$ cat src/rtl/pwm_duty_ramp.sv
// ---------------------------------------------------------------------------
// pwm_duty_ramp
//
// Slew-rate limiter placed between the SPI register bank and the PWM
// peripheral. The host writes a target duty cycle. This block drives the duty
// value that the PWM generator actually uses, and moves that value toward the
// target in programmable steps at a programmable rate. A software write
// therefore never produces an abrupt jump in duty. duty_out_o replaces the
// direct pwm_duty_cycle connection into the PWM peripheral.
//
// Parameters
//   WIDTH            duty-cycle width
//   DIV_W            width of the tick-divider count
//
// Ports
//   clk_i            system clock
//   rst_i            asynchronous, active-high reset
//   enable_i         1 = ramp mode, 0 = bypass (duty follows target)
//   target_duty_i    requested duty from the register bank
//   step_i           magnitude of each step (0 behaves as 1)
//   tick_div_i       clocks between steps, minus 1
//   duty_out_o       registered duty value driven to the PWM peripheral
//   busy_o           registered, high while a ramp is in progress
//   at_target_o      combinational, duty_out_o == target_duty_i
//
// Optional feature, enabled by defining PWM_RAMP_FAULT_EN:
//   fault_in_i       sets the fault latch and forces the duty to 0
//   fault_clr_i      clears the latch when fault_in_i is low
//   fault_latched_o  latch state; while set, the duty is held at 0
//
// Known limitation: if tick_div_i is lowered below the running count, the
// count runs up and wraps at 2^DIV_W before it matches again. Software
// should change tick_div_i only while busy_o is low.
// ---------------------------------------------------------------------------
module pwm_duty_ramp #(
  parameter int WIDTH = 8,
  parameter int DIV_W = 16
) (
  input  logic             clk_i,
  input  logic             rst_i,
`ifdef PWM_RAMP_FAULT_EN
  input  logic             fault_in_i,
  input  logic             fault_clr_i,
  output logic             fault_latched_o,
`endif
  input  logic             enable_i,
  input  logic [WIDTH-1:0] target_duty_i,
  input  logic [WIDTH-1:0] step_i,
  input  logic [DIV_W-1:0] tick_div_i,
  output logic [WIDTH-1:0] duty_out_o,
  output logic             busy_o,
  output logic             at_target_o
);

  typedef enum logic [1:0] {
    IDLE      = 2'd0,
    RAMP_UP   = 2'd1,
    RAMP_DOWN = 2'd2
  } state_t;

  state_t           state_q, state_d;
  logic [DIV_W-1:0] cnt_q, cnt_d;
  logic [WIDTH-1:0] duty_q, duty_d;
  logic             busy_q, busy_d;

`ifdef PWM_RAMP_FAULT_EN
  logic             fault_q, fault_d;
`endif

  // Step arithmetic. The differences are taken one bit wider than the duty,
  // so the comparison against the step size cannot wrap. When the remaining
  // distance fits inside one step, the duty lands exactly on the target, so
  // neither direction can overshoot.
  logic [WIDTH-1:0] step_eff;
  logic [WIDTH:0]   step_ext;
  logic [WIDTH:0]   up_diff;
  logic [WIDTH:0]   down_diff;
  logic [WIDTH-1:0] up_val;
  logic [WIDTH-1:0] down_val;
  logic             target_above;
  logic             target_equal;
  logic             tick_hit;

  // A step size of zero would stall the ramp forever, so it is promoted to 1.
  always_comb begin
    step_eff     = (step_i == '0) ? WIDTH'(1) : step_i;
    step_ext     = {1'b0, step_eff};
    up_diff      = {1'b0, target_duty_i} - {1'b0, duty_q};
    down_diff    = {1'b0, duty_q} - {1'b0, target_duty_i};
    up_val       = (up_diff <= step_ext) ? target_duty_i : (duty_q + step_eff);
    down_val     = (down_diff <= step_ext) ? target_duty_i : (duty_q - step_eff);
    target_above = (target_duty_i > duty_q);
    target_equal = (target_duty_i == duty_q);
    tick_hit     = (cnt_q == tick_div_i);
  end

  // Next-state logic.
  // The direction is re-evaluated on every edge, so a target that moves
  // across the current duty reverses the ramp without restarting the tick
  // count. Reaching the target, or a target written equal to the current
  // duty, ends the ramp on that same edge.
  always_comb begin
    state_d = state_q;
    cnt_d   = cnt_q;
    duty_d  = duty_q;
`ifdef PWM_RAMP_FAULT_EN
    fault_d = fault_q;
`endif

    if (!enable_i) begin
      // Bypass: the output is the target, registered once.
      duty_d  = target_duty_i;
      cnt_d   = '0;
      state_d = IDLE;
    end else if (target_equal) begin
      cnt_d   = '0;
      state_d = IDLE;
    end else if (!tick_hit) begin
      cnt_d   = cnt_q + DIV_W'(1);
      state_d = target_above ? RAMP_UP : RAMP_DOWN;
    end else begin
      cnt_d  = '0;
      duty_d = target_above ? up_val : down_val;
      if (duty_d == target_duty_i) begin
        state_d = IDLE;
      end else if (target_duty_i > duty_d) begin
        state_d = RAMP_UP;
      end else begin
        state_d = RAMP_DOWN;
      end
    end

`ifdef PWM_RAMP_FAULT_EN
    // A fault overrides everything else and parks the output at 0. A
    // clear is honoured only while no fault is present. The clearing edge
    // itself leaves the output at 0, and normal ramping from 0 resumes on
    // the following edge.
    if (fault_in_i) begin
      fault_d = 1'b1;
    end else if (fault_clr_i) begin
      fault_d = 1'b0;
    end
    if (fault_in_i || fault_q) begin
      duty_d  = '0;
      cnt_d   = '0;
      state_d = IDLE;
    end
`endif

    busy_d = (state_d != IDLE);
  end

  // State, counter and output registers. Reset forces all of them
  // immediately, even in the middle of a ramp.
  always_ff @(posedge clk_i or posedge rst_i) begin
    if (rst_i) begin
      state_q <= IDLE;
      cnt_q   <= '0;
      duty_q  <= '0;
      busy_q  <= 1'b0;
    end else begin
      state_q <= state_d;
      cnt_q   <= cnt_d;
      duty_q  <= duty_d;
      busy_q  <= busy_d;
    end
  end

`ifdef PWM_RAMP_FAULT_EN
  // Fault latch. Reset clears it.
  always_ff @(posedge clk_i or posedge rst_i) begin
    if (rst_i) begin
      fault_q <= 1'b0;
    end else begin
      fault_q <= fault_d;
    end
  end

  assign fault_latched_o = fault_q;
`endif

  assign duty_out_o  = duty_q;
  assign busy_o      = busy_q;
  assign at_target_o = (duty_q == target_duty_i);

endmodule

$ cat config.mk
export PLATFORM = sky130hd
export DESIGN_NAME = pwm_duty_ramp
export DESIGN_NICKNAME = d
export VERILOG_FILES = /design/src/rtl/pwm_duty_ramp.sv
export SDC_FILE = /design/constraint.sdc
export NUM_CORES = 1
export LEC_CHECK = 0
export CAP_MARGIN = 20
export CORE_MARGIN = 2
export CORE_UTILIZATION = 55
export CTS_BUF_LIST = sky130_fd_sc_hd__clkbuf_2
export DETAILED_ROUTE_END_ITERATION = 12
export GPL_TIMING_DRIVEN = 0
export PLACE_DENSITY_LB_ADDON = 0.08
export SYNTH_ARGS = -nofsm -noshare
export SYNTH_HDL_FRONTEND = slang
export SYNTH_SLANG_ARGS = --single-unit
$ cat constraint.sdc
create_clock -name clk_i -period 5.2 [get_ports clk_i]
set_clock_uncertainty 0.15 [all_clocks]
set_input_delay 0.52 -clock clk_i [delete_from_list [all_inputs] [get_ports clk_i]]
set_output_delay 0.52 -clock clk_i [all_outputs]
set_load 0.03 [all_outputs]
# Word-level counts from Yosys, hierarchy flattened
# Cells that the tools add are included.
[word_totals] regBits=25 latchBits=0 mem_bits_rw=0 mem_bits_ro=0 in_bits=35 output_inout_bits=10 word_cells=37 memories=0
[op_classes] addsub=5 n_mul=0 div=0 magnitude_cmp=4 n_eq_ne=6 shift=0 n_mux=16 bitwise_logic=0 reduce_logical=3
[ops] cell="8-bit two-way mux" n=7
[ops] cell="16-bit two-way mux" n=3
[ops] cell="8-bit == test" n=3
[ops] cell="9-bit by 8-bit less-or-equal comparator with 1-bit output" n=2
[ops] cell="8-bit by 8-bit subtractor with 9-bit output" n=2
[ops] cell="16-bit by 1-bit adder with 16-bit output (second input constant)" n=1
[ops] cell="16-bit == test" n=1
[ops] cell="8-bit greater-than comparator" n=2
[ops] cell="2-bit two-way mux" n=6
[ops] cell="8-bit adder" n=1
[ops] cell="8-bit logical NOT" n=1
[ops] cell="8-bit subtractor" n=1
[ops] cell="2-bit by 1-bit inequality test with 1-bit output (second input constant)" n=1
[ops] cell="2-bit inequality test (second input constant)" n=1
[ops] cell="2-bit AND reduction" n=1
[ops] cell="2-bit nonzero test" n=1

# Longest topological paths before layout
[logic_depth] word_depth=12 ltp_mapped=21 mapped_depth_nobuf=20

# Least setup slack after synthesis
# No wires, ideal clock.
[synth_path] path_type="flip-flop to flip-flop" startpoint="register duty_q[1] (netlist: duty_out_o[1])" endpoint="register busy_q (netlist: busy_o)" setup_ns=0.126 t_arrival_ns=3.935 required_time_ns=4.924 slack_ns=0.989 path_stages_with_launch=19 n_path_buf=1 synth_period_minus_slack_ns=4.211 path_cell_list="dfrtp_1 > ha_1 > a21oi_1 > o21bai_1 > a21o_1 > a21oi_1 > o21ai_0 > xor2_1 > ha_1 > nand4_1 > o221a_2 > o21ai_0 > nand2_1 > mux2i_2 > buf_6 > o21ai_0 > ha_1 > nand4_1 > o311a_1"
[synth_via] elab_chain_len=11 elab_cells_between_ends=20 classes_between="4 x add/sub; 4 x order compare; 2 x eq/ne; 9 x mux; 1 x reduce/logical"
[synth_rtl] item="start: declaration" line_no="63" rtl="logic [WIDTH-1:0] duty_q, duty_d;"
[synth_rtl] item="start signal: assignment" line_no="164" rtl="duty_q <= duty_d;"
[synth_rtl] item="8-bit by 8-bit subtractor with 9-bit output, on equally long branches" line_no="89, 88"
[synth_rtl] item="9-bit by 8-bit less-or-equal comparator with 1-bit output, on equally long branches" line_no="91, 90"
[synth_rtl] item="8-bit two-way mux, on equally long branches" line_no="91, 90"
[synth_rtl] item="8-bit two-way mux" line_no="123" rtl="duty_d = target_above ? up_val : down_val;"
[synth_rtl] item="8-bit greater-than comparator" line_no="126" rtl="end else if (target_duty_i > duty_d) begin"
[synth_rtl] item="2-bit two-way mux" line_no="126"
[synth_rtl] item="2-bit two-way mux" line_no="124" rtl="if (duty_d == target_duty_i) begin"
[synth_rtl] item="2-bit two-way mux" line_no="118" rtl="end else if (!tick_hit) begin"
[synth_rtl] item="2-bit two-way mux (*)" line_no="115" rtl="end else if (target_equal) begin"
[synth_rtl] item="2-bit two-way mux (*)" line_no="110" rtl="if (!enable_i) begin"
[synth_rtl] item="2-bit nonzero test (*)" line_no="150" rtl="busy_d = (state_d != IDLE);"
[synth_rtl] item="net busy_d" line_no="64" rtl="logic busy_q, busy_d;"
[synth_rtl] item="end signal: assignment" line_no="165" rtl="busy_q <= busy_d;"
[synth_rtl] item="end: declaration" line_no="64"
# Mark *: on every way through the listed nets, which the timed path passes. The rest lies on a longest branch.
# A chain may end at the register's enable or synchronous reset.

# Final worst setup path
[layout_path] startpoint="input target_duty_i[1]" endpoint="register busy_q (netlist: busy_o)"
[layout_via] elab_chain_len=11 elab_cells_between_ends=18 classes_between="2 x add/sub; 4 x order compare; 2 x eq/ne; 9 x mux; 1 x reduce/logical"
[layout_rtl] item="start: declaration" line_no="47" rtl="input logic [WIDTH-1:0] target_duty_i,"
[layout_rtl] item="8-bit by 8-bit subtractor with 9-bit output, on equally long branches" line_no="89, 88"
[layout_rtl] item="9-bit by 8-bit less-or-equal comparator with 1-bit output, on equally long branches" line_no="91, 90"
[layout_rtl] item="8-bit two-way mux, on equally long branches" line_no="91, 90"
[layout_rtl] item="8-bit two-way mux" line_no="123"
[layout_rtl] item="8-bit greater-than comparator" line_no="126"
[layout_rtl] item="2-bit two-way mux" line_no="126"
[layout_rtl] item="2-bit two-way mux" line_no="124"
[layout_rtl] item="2-bit two-way mux" line_no="118"
[layout_rtl] item="2-bit two-way mux (*)" line_no="115"
[layout_rtl] item="2-bit two-way mux (*)" line_no="110"
[layout_rtl] item="2-bit nonzero test (*)" line_no="150"
[layout_rtl] item="net busy_d" line_no="64"
# Marked as above.

==> impl_metrics.env <==
export IMPL_ys_ff_latch=25
export IMPL_multi_input_area_sq_um=2520
export IMPL_outcome="complete, no violations"
export IMPL_setup_viol=0
export IMPL_synth_seq_area_share=0.184
export IMPL_die_area_sq_um=6810
export IMPL_synthTopCellsByArea="ha_1 20%, dfrtp_1 18%, xor2_1 7.5%, inv_1 4.9%, nor2_1 4.5%"
export IMPL_path_cells="clkdlybuf4s50_1 > inv_1 > ha_1 > a21oi_1 > o21bai_1 > a21o_1 > a21oi_1 > o21ai_0 > xor2_1 > ha_1 > nand4_1 > o221a_2 > o21ai_0 > nand2_1 > mux2i_2 > buf_6 > o21ai_0 > ha_1 > nand4_1 > o311a_1"
export IMPL_route_detailed_drc=0
export IMPL_syn2layout_area_growth_pct=16.3
export IMPL_clock_sinks=25
export IMPL_timing_final_crit_share=0.940
export IMPL_grt_pass1_vias=2977
export IMPL_place_congestion=0.867
export IMPL_p_clk_frac=0.095
export IMPL_synth_area_sq_um=3390
export IMPL_leakage_nw=1.87
export IMPL_die_h_microns=82.5
export IMPL_cts_root_buf="clkbuf_2"
export IMPL_via_per_inst=5.76
export IMPL_io_buffers=44
export IMPL_hold_end="cnt_q[15]$_DFF_PP0_"
export IMPL_boundaryPins=45
export IMPL_r2r_start="duty_out_o[1]$_DFFE_PP0P_"
export IMPL_crit_slowest_cell="clkdlybuf4s50_1"
export IMPL_min_from="cnt_q[15]$_DFF_PP0_"
export IMPL_wire_per_inst_microns=15.7
export IMPL_setup_ws_ps=311
export IMPL_crit_path_max_incr_delay_ps=560
export IMPL_final_max_slew_viol_count=0
export IMPL_synth_top_cell_area_share=0.199
export IMPL_cts_buffer_depth=2
export IMPL_cp_end_kind="flop"
export IMPL_p_comb_frac=0.632
export IMPL_seqPwrFrac=0.273
export IMPL_preCtsSetupSlack_ps=-65.8
export IMPL_mostFrequentLayoutCell="ha_1"
export IMPL_timing_fmax_ghz=0.205
export IMPL_synth_edff_count=0
export IMPL_drv_cap=0
export IMPL_ys_flop_type="dfrtp_1"
export IMPL_mostFrequentLayoutCells="54 x ha_1, 44 x inv_1, 44 x clkdlybuf4s50_1, 41 x nor2_1, 29 x xor2_1"
export IMPL_required_ps=5330
export IMPL_hold_path_class="flop to flop"
export IMPL_arrival_ps=5020
export IMPL_htreeDepth=1
export IMPL_cts_made_buffers=3
export IMPL_antenna_found_initial=0
export IMPL_path_class="input port to flop"
export IMPL_r2r_cells=18
export IMPL_grt_usage=0.263
export IMPL_clk_latency_ps=350
export IMPL_setup_tns_ps=0
export IMPL_yosys_area_top_type="ha_1"
export IMPL_maxSlewHeadroom=0.365
export IMPL_post_cts_buffers=0
export IMPL_num_fill_cells=563
export IMPL_synthCells=409
export IMPL_fp_coreArea_sq_um=5960
export IMPL_globalRoute_totalOverflow=0
export IMPL_reg2reg_to="busy_o$_DFF_PP0_"
export IMPL_final_min_clock_period_ps=4890
export IMPL_dp_hpwl_microns=6930
export IMPL_wl_microns=8350
export IMPL_syn_nets=502
export IMPL_cts_tree="yes"
export IMPL_die_x_microns=82.5
export IMPL_p_sw_frac=0.445
export IMPL_start_util=0.570
export IMPL_cts_resized=0
export IMPL_yosysUniqueCellTypes=65
export IMPL_grt_pass1_wl_microns=13800
export IMPL_std_cell_rows=28
export IMPL_tightestPinTransition_ps=952
export IMPL_hold_violations=0
export IMPL_ff2ff_setup_slack_ps=500
export IMPL_clk_pin_slew_ps=250
export IMPL_p_int_mw=0.449
export IMPL_syn_avg_cell_area_sq_um=8.29
export IMPL_rsz0062_at_grt="no"
export IMPL_fin_nets=551
export IMPL_critical_path_max_fanout=10
export IMPL_grt_max_degree=26
export IMPL_final_antenna_net_count=0
export IMPL_drt_pass1_iter_count=6
export IMPL_hold_buffers=0
export IMPL_regArea_sq_um=626
export IMPL_p_sw_mw=0.360
export IMPL_vias=3063
export IMPL_async_reset_ff_frac=1.00
export IMPL_hold_depth=2
export IMPL_irDropWorstVdd_v=0.000106
export IMPL_yosysWarnings=0
export IMPL_cellPowerDensity_nw_per_um2=205
export IMPL_drt_initial_drc_count=173
export IMPL_drive_above_1_share=0.0635
export IMPL_startpoint_type="input port"
export IMPL_antenna_cells=0
[cell families (layout without fill, tap and decap cells)]
logic type / count (synthesis) / count (layout) / share of synthesized area
adder cells (fa/ha/maj): 58 / 58 / 0.223
AND/OR/NAND/NOR: 123 / 123 / 0.178
AO/OA/AOI/OAI: 97 / 97 / 0.214
flip-flops: 25 / 25 / 0.184
multiplexers: 2 / 2 / 0.00848
buffers and inverters: 58 / 106 / 0.0734
XOR/XNOR: 46 / 46 / 0.119
[power groups by stage]
| stage | Clock (mW) | Combinational, mW | Sequential [mW] |
|---|---|---|---|
| 2_1_floorplan | 0 | 0.359 | 0.230 |
| 3_3_place_gp | 0 | 0.495 | 0.224 |
| 3_5_place_dp | 0 | 0.505 | 0.224 |
| 4_1_cts | 0.0799 | 0.508 | 0.220 |
| 5_1_grt | 0.0862 | 0.573 | 0.223 |
| 6_report | 0.0771 | 0.511 | 0.221 |
[critical path: cells and delay by family]
family	cells	cell delay (ps)
muxes	1	220
adders and majority gates	3	970
and+or+nand+nor	3	420
AOI/OAI and AO/OA	9	1770
xor gates and xnor gates	1	170
buffers and inverters	3	910
[flip-flops by register name, summed over array words and instances (netlist names)]
name / count
busy_o: 1
cnt_q: 16
duty_out_o: 8
[worst max path at each step]
stage	start	slack, ps	end	cells past startpoint
after detailed placement	target_duty_i[1]	-70	busy_o$_DFF_PP0_	20
after floorplan	duty_out_o[1]$_DFFE_PP0P_	990	busy_o$_DFF_PP0_	18
final	target_duty_i[1]	310	busy_o$_DFF_PP0_	20
after CTS	target_duty_i[1]	340	busy_o$_DFF_PP0_	20
after global placement	target_duty_i[1]	8	busy_o$_DFF_PP0_	20
after global routing	target_duty_i[1]	60	busy_o$_DFF_PP0_	20
[metal layers]
layer	global-route usage	share of wire	up-vias	routed length (microns)
met5	0	0	-	0
met4	0.0639	0.012	0	96
met3	0.0152	0.038	6	316
met2	0.480	0.51	77	4240
met1	0.338	0.44	1446	3700
li1	-	-	1534	-
[cell usage after synthesis (all sizes together) (4+ instances only)]
| library cell | n |
|---|---|
| nor2b | 5 |
| buf | 8 |
| a21o | 4 |
| a211oi | 4 |
| nand4 | 12 |
| dfrtp | 25 |
| and2 | 4 |
| o211ai | 4 |
| nor4 | 6 |
| nand3 | 14 |
| clkbuf | 6 |
| a21oi | 25 |
| xor2 | 29 |
| nor3 | 7 |
| ha | 54 |
| xnor2 | 17 |
| nor2 | 42 |
| o21ai | 19 |
| nand2 | 23 |
| inv | 44 |
| fa | 4 |
| o22ai | 5 |
[metrics by stage]
step	total power [mW]	area [sq um]	utilization	hold WS, ps	std cells
finish	0.809	3950	0.663	457	532
global route	0.882	3950	0.663	474	532
CTS	0.808	3950	0.663	452	532
detailed placement	0.729	3930	0.659	422	528
global placement	0.719	3930	0.659	405	528
floorplan	0.588	3390	-	359	409
[layout make-up]
type,instances,share of cell area
buffer,14,0.0212
timing repair buffer,44,0.112
multi-input combinational,326,0.638
clock buffer,4,0.00507
tap,75,0.0238
sequential,25,0.159
inverter,44,0.0419
(Power assumes the default switching activity.)
